`config.mk`:
```
export PLATFORM = sky130hd
export DESIGN_NAME = moving_average_acc
export DESIGN_NICKNAME = d
export VERILOG_FILES = /design/src/rtl/moving_average_acc.sv
export SDC_FILE = /design/constraint.sdc
export NUM_CORES = 1
export LEC_CHECK = 0
export ABC_AREA = 1
export CORE_AREA = 2 2 238 240
export CTS_BUF_LIST = sky130_fd_sc_hd__clkbuf_16
export DETAILED_ROUTE_END_ITERATION = 16
export DIE_AREA = 0 0 240 242
export HOLD_SLACK_MARGIN = 0.1
export SETUP_SLACK_MARGIN = 0.5
export SYNTH_ARGS = -nofsm -noshare
export SYNTH_HDL_FRONTEND = slang
export SYNTH_SLANG_ARGS = --single-unit
```
`constraint.sdc`:
```
create_clock -name clk -period 5 [get_ports clk]
set_clock_uncertainty 0.05 [all_clocks]
set_input_delay 1.25 -clock clk [delete_from_list [all_inputs] [get_ports clk]]
set_output_delay 1.25 -clock clk [all_outputs]
set_load 0.005 [all_outputs]
```
`src/rtl/moving_average_acc.sv`:
```
// Running-sum moving-average filter with run-time power-of-two window,
// optional block decimation and warm-up flag. Define MOVING_AVERAGE_ROUND_EN for round-half-up with saturation.
module moving_average_acc #(
  parameter int DATA_WIDTH = 16,
  parameter int LOG2_DEPTH = 4,
  parameter int SEL_WIDTH  = 3
) (
  input  logic                         clk,
  input  logic                         rst_n,
  input  logic                         enable,
  input  logic                         clear,
  input  logic                         din_valid,
  input  logic signed [DATA_WIDTH-1:0] din,
  input  logic        [SEL_WIDTH-1:0]  win_sel,
  input  logic                         decim,
  output logic signed [DATA_WIDTH-1:0] dout,
  output logic                         dout_valid,
  output logic                         win_full
);

  localparam int DEPTH = 1 << LOG2_DEPTH;
  localparam int SUM_W = DATA_WIDTH + LOG2_DEPTH;
  localparam int CNT_W = LOG2_DEPTH + 1;

  logic signed [DATA_WIDTH-1:0] r_hist [DEPTH];
  logic        [LOG2_DEPTH-1:0] r_ptr;
  logic        [CNT_W-1:0]      r_count;
  logic signed [SUM_W-1:0]      r_sum;
  logic        [LOG2_DEPTH-1:0] r_dcnt;
  logic        [SEL_WIDTH-1:0]  r_wsel;
  logic signed [DATA_WIDTH-1:0] r_dout;
  logic                         r_dout_valid;

  logic        [SEL_WIDTH-1:0]  w_wsel_new;
  logic                         w_win_chg;
  logic        [CNT_W-1:0]      w_n;
  logic        [LOG2_DEPTH-1:0] w_old_idx;
  logic signed [DATA_WIDTH-1:0] w_oldest;
  logic signed [SUM_W-1:0]      w_sum_next;
  logic signed [DATA_WIDTH-1:0] w_avg;
  logic                         w_dcnt_last;
  logic                         w_emit;
`ifdef MOVING_AVERAGE_ROUND_EN
  logic signed [SUM_W:0]        w_rnd_sum;
  logic signed [SUM_W:0]        w_rnd_shift;
  logic        [SUM_W:0]        w_rnd_bias;
`endif

  // NOTE: every always_comb output gets a default first, so no path can infer a latch.
  always_comb begin
    w_wsel_new = (win_sel > SEL_WIDTH'(LOG2_DEPTH)) ? SEL_WIDTH'(LOG2_DEPTH) : win_sel;
    w_win_chg  = (w_wsel_new != r_wsel);
    w_n        = CNT_W'(1) << r_wsel;
    // N mod depth truncates to 0 at full depth, so the oldest slot is the one about to be overwritten.
    w_old_idx  = r_ptr - w_n[LOG2_DEPTH-1:0];
    w_oldest   = '0;
    if (r_count >= w_n) w_oldest = r_hist[w_old_idx];
    w_sum_next = r_sum + $signed({{LOG2_DEPTH{din[DATA_WIDTH-1]}}, din})
                       - $signed({{LOG2_DEPTH{w_oldest[DATA_WIDTH-1]}}, w_oldest});
`ifdef MOVING_AVERAGE_ROUND_EN
    w_rnd_bias  = '0;
    if (r_wsel != '0) w_rnd_bias = (SUM_W+1)'(1) << (r_wsel - SEL_WIDTH'(1));
    w_rnd_sum   = $signed({w_sum_next[SUM_W-1], w_sum_next}) + $signed(w_rnd_bias);
    w_rnd_shift = w_rnd_sum >>> r_wsel;
    w_avg       = w_rnd_shift[DATA_WIDTH-1:0];
    // Out of range when the bits above the result sign disagree with it.
    if (w_rnd_shift[SUM_W:DATA_WIDTH-1] != {(SUM_W-DATA_WIDTH+2){w_rnd_shift[SUM_W]}})
      w_avg = w_rnd_shift[SUM_W] ? {1'b1, {(DATA_WIDTH-1){1'b0}}}
                                 : {1'b0, {(DATA_WIDTH-1){1'b1}}};
`else
    w_avg = DATA_WIDTH'(w_sum_next >>> r_wsel);
`endif
    w_dcnt_last = ({1'b0, r_dcnt} == (w_n - CNT_W'(1)));
    w_emit      = !decim || w_dcnt_last;
  end

  // NOTE: the history array is cleared on reset as well, so warm-up never reads stale data.
  always_ff @(posedge clk) begin
    if (!rst_n) begin
      for (int i = 0; i < DEPTH; i++) r_hist[i] <= '0;
      r_ptr        <= '0;
      r_count      <= '0;
      r_sum        <= '0;
      r_dcnt       <= '0;
      r_wsel       <= '0;
      r_dout       <= '0;
      r_dout_valid <= 1'b0;
    end else begin
      r_dout_valid <= 1'b0;
      if (enable) begin
        if (clear || w_win_chg) begin
          r_ptr   <= '0;
          r_count <= '0;
          r_sum   <= '0;
          r_dcnt  <= '0;
          r_wsel  <= w_wsel_new;
        end else if (din_valid) begin
          r_hist[r_ptr] <= din;
          r_ptr         <= r_ptr + LOG2_DEPTH'(1);
          if (r_count != CNT_W'(DEPTH)) r_count <= r_count + CNT_W'(1);
          r_sum <= w_sum_next;
          if (decim) r_dcnt <= w_dcnt_last ? '0 : r_dcnt + LOG2_DEPTH'(1);
          else       r_dcnt <= '0;
          if (w_emit) begin
            r_dout       <= w_avg;
            r_dout_valid <= 1'b1;
          end
        end
      end
    end
  end

  assign dout       = r_dout;
  assign dout_valid = r_dout_valid;
  assign win_full   = (r_count >= w_n);

endmodule

```
==> results of run 1 <==
tightest hold or removal path, stage by stage, from the launching register on:
cell and delay, ns:
dfxtp_1 0.30, inv_1 0.07, o21ai_1 0.07
power by group through the flow:
stage,clock [uW],combinational (uW),sequential [uW]
floorplan,0,2060,2930
global placement,0,3520,2940
detailed placement,0,3540,2940
CTS,2440,4740,2880
global route,2530,5900,2890
finish,2410,5530,2890
flip-flops by register name (all words and copies together), names as in the netlist:
register    count
r_hist        256
r_sum          20
dout           16
r_count         5
r_dcnt          4
r_ptr           4
r_wsel          3
dout_valid      1
stage by stage:
step,utilization (%),power [uW],instances
finish,39.4,10800,2809
global route,39.4,11300,2809
floorplan,-,4990,1859
global placement,33.4,6460,2695
CTS,38.0,10100,2792
detailed placement,33.4,6480,2695
cells in the final DEF, fill, tap and decap left out, types with 6 or more instances in the layout:
master,n
a32o_1,16
nand3b_1,6
clkdlybuf4s50_1,41
inv_2,32
xor2_1,12
clkinv_2,8
nand3_4,6
a21oi_4,7
o21ai_2,18
edfxtp_1,256
a21oi_2,13
a21oi_1,70
a32oi_1,30
o21ai_1,25
o22ai_1,11
buf_16,6
fa_1,17
nand3_1,70
buf_12,16
dfxtp_1,51
nand2_1,360
ha_4,22
nand3_2,50
nor2_2,25
inv_1,117
ha_1,14
clkinv_1,25
clkbuf_16,38
nor2_4,9
o21ai_0,18
a32o_2,14
a31oi_1,6
nand2_2,63
buf_6,20
nand2_4,42
buf_4,148
nor2_1,297
cells in the mapped netlist, drive strengths merged, types with 2 or more instances:
library cell / n
nand2: 466
nor2: 335
edfxtp: 256
inv: 142
nand3: 126
a21oi: 90
clkbuf: 77
o21ai: 62
dfxtp: 53
ha: 37
buf: 34
a32oi: 31
a32o: 30
fa: 20
xor2: 18
clkinv: 16
o22ai: 13
nor3: 8
a31oi: 6
nand3b: 6
nand4: 5
o32ai: 5
xnor2: 5
a211oi: 2
mux2: 2
o21a: 2
o31ai: 2
or2: 2
what timing repair did:
action                     4_1_cts  5_1_grt
pin swaps                       91      111
cloned                           8        1
setup endpoints to repair       35       35
resized for setup              275      178
buffers inserted                24       16
hold buffers                     0        0
final cells by class:
type,count,share of cell area (%)
repair buffers,240,11.0
clock buffers,36,4.10
multi-input cells,1281,37.4
well taps,756,4.31
clock inverters,29,0.678
inverters,158,2.71
flip-flops and latches,309,39.8
logic make-up (layout without fill, tap and decap cells):
group,count (synthesis),count (layout)
buffers and inverters,269,463
xor gates and xnor gates,23,23
adders and majority gates,57,57
AOI/OAI and AO/OA,248,248
DFF,309,309
muxes,2,2
and+or+nand+nor,951,951
path summary, 6_finish.rpt:
| check | slack [ns] | start | to | cells after the start |
|---|---|---|---|---|
| worst max register to register | -0.08 | r_wsel[0] | dout[14] | 31 |
| worst min-delay path | 0.43 | r_sum[0] | r_sum[0] | 2 |
| worst max-delay path | -0.08 | r_wsel[0] | dout[14] | 31 |
| worst min register to register | 0.43 | r_sum[0] | r_sum[0] | 2 |
per-layer routing:
layer | vias up | part of all wire [%]
li1 | 6576 | -
met5 | - | 0
met1 | 7013 | 42
met2 | 499 | 48
met4 | 0 | 3.2
met3 | 93 | 6.9
==> summary.txt, run 1 <==
Status
  – Outcome: complete, but fails checks
  – Failing checks: negative setup slack

Flow run
  – Max Cap Violations: 0

Synthesis
  – Synth area leader: edfxtp_1
  – Post-synthesis adder-cell area fraction: 5.23%
  – Asr flop ratio synth: 0%
  – Average size of a mapped cell: 8.88 sq um
  – Post-synthesis cell area: 16,500 sq um
  – Yosys cell types: 48
  – Post-synthesis cell count: 1,859
  – Main combinational cell family by area after synthesis: simple AND/OR/NAND/NOR gates
  – EDFF count, synth: 256
  – Compound-cell area share of the yosys netlist: 9.56%
  – Register area share after synthesis: 53.0%
  – Most used DFF post-synth: edfxtp_1
  – Synth top area share: 46.6%
  – Mux contribution to synthesized area: 0.136%
  – Post-Syn Nets: 1,941
  – Post-Synth Simple-Gate Area: 24.2%
  – Top post-synthesis cells by area: edfxtp_1, nand2_1, nor2_1, dfxtp_1, nand3_1
  – Synthesis Warnings: 0
  – Post-Synth XOR/XNOR Area: 1.22%
  – Yosys reg bits: 309

Timing
  – Fmax achieved: 0.197 GHz
  – Unrepaired setup endpoints after global routing: yes
  – Fin Hold WS: 0.429 ns
  – Relative slew margins: 29.5%
  – Final setup viols: 13
  – Final Slew Violations: 0
  – Setup tns final: -0.467 ns
  – Min Tclk post-route: 5.08 ns
  – Final hold violation count: 0
  – Least-Margin Pin Slew: 1.05 ns
  – Final Cycle Share: 102%
  – Post-route setup slack: -0.0752 ns

Global route
  – Met2 Usage GRT: 29.1%
  – Largest net degree at the start of global routing: 101
  – Antenna violations before repair: 0
  – Met1 GRT Util: 23.9%
  – Total global-route track usage: 17.7%
  – Top Usage Layer GRT: met2
  – Number of global-route vias before repair: 13,800
  – Remaining Overflow, GRT: 0
  – Routing usage on met3: 2.78%
  – First-pass GRT wire length: 80,100 um

Layout
  – NumNets Final: 2,108
  – Fin area: 22,000 sq um
  – Fillers: 5,442
  – Area of the multi-input gates: 8210 sq um
  – Area growth, synth to finish: 33.0%
  – FF+latch area: 8750 sq um
  – Layout cell share with drive strength beyond 1: 28.5%
  – # diodes: 0

Power and ir drop
  – Clk pwr share: 22.2%
  – Maximum VDD drop: 0.342 mV
  – NetSw: 4180 uW
  – Power Internal: 6640 uW
  – Combinational fraction of design power: 51.1%
  – Sequential share of power: 26.7%
  – Switching share of power: 38.6%
  – Cell Pwr Density: 493 nW/um^2
  – Cell leakage power: 0.00913 uW

Place
  – Worst setup slack after placement: -0.274 ns
  – I/O Buffers: 42
  – DP HPWL: 33,300 um
  – Dpl cell area: 18,600 sq um
  – GPL Wtd Cong: 0.870

Detailed routing
  – Wire per inst: 18.9 um
  – Post-route ant nets: 0
  – WL final: 53,000 um
  – Vias per inst: 5.05
  – Vias: 14,200
  – 1st-iter DRT viols: 962
  – 1st-pass router iterations: 5
  – DRC viols: 0

Critical path
  – Crit-path most repeated cell: nand2_2
  – Type of element capturing the critical path: register
  – Slowest stage cell, crit path: fa_4
  – Crit path required time: 5.42 ns
  – Crit path max-delay family: adder cells
  – Maximum net fanout on the critical path: 7
  – Crit path launch type: register
  – CP peak stage delay: 0.84 ns
  – WP data arrival: 5.49 ns
  – Worst path bufs/invs: 6
  – Crit Path Category: reg2reg

Clock network
  – Clock latency on the worst-skew pair: 0.54 ns
  – Maximum clock path buffer count: 3
  – TritonCTS clock tree: yes
  – Clock transition at path regs: 0.06 ns
  – Clock tree sinks: 309
  – Clock Tree Root: clkbuf_16
  – CTS H-tree lvls: 2
  – CTS Buf Count: 36

Die
  – Rows: 87
  – Initial Utilization: 29.6%
  – Die span in x: 240 um
  – Die Span Y: 242 um
  – Core Area: 55,700 sq um
  – Die area: 58,100 sq um
  – I/O Pins: 43

Worst hold path
  – HP Class: reg2reg
Power figures use the tool's default switching activity.
==> run 2, diff against run 1 <==
SLEW_MARGIN = 20   (was unset)
==> results of run 2 <==
The final DEF is identical to that of run 1; final timing and power are the same.
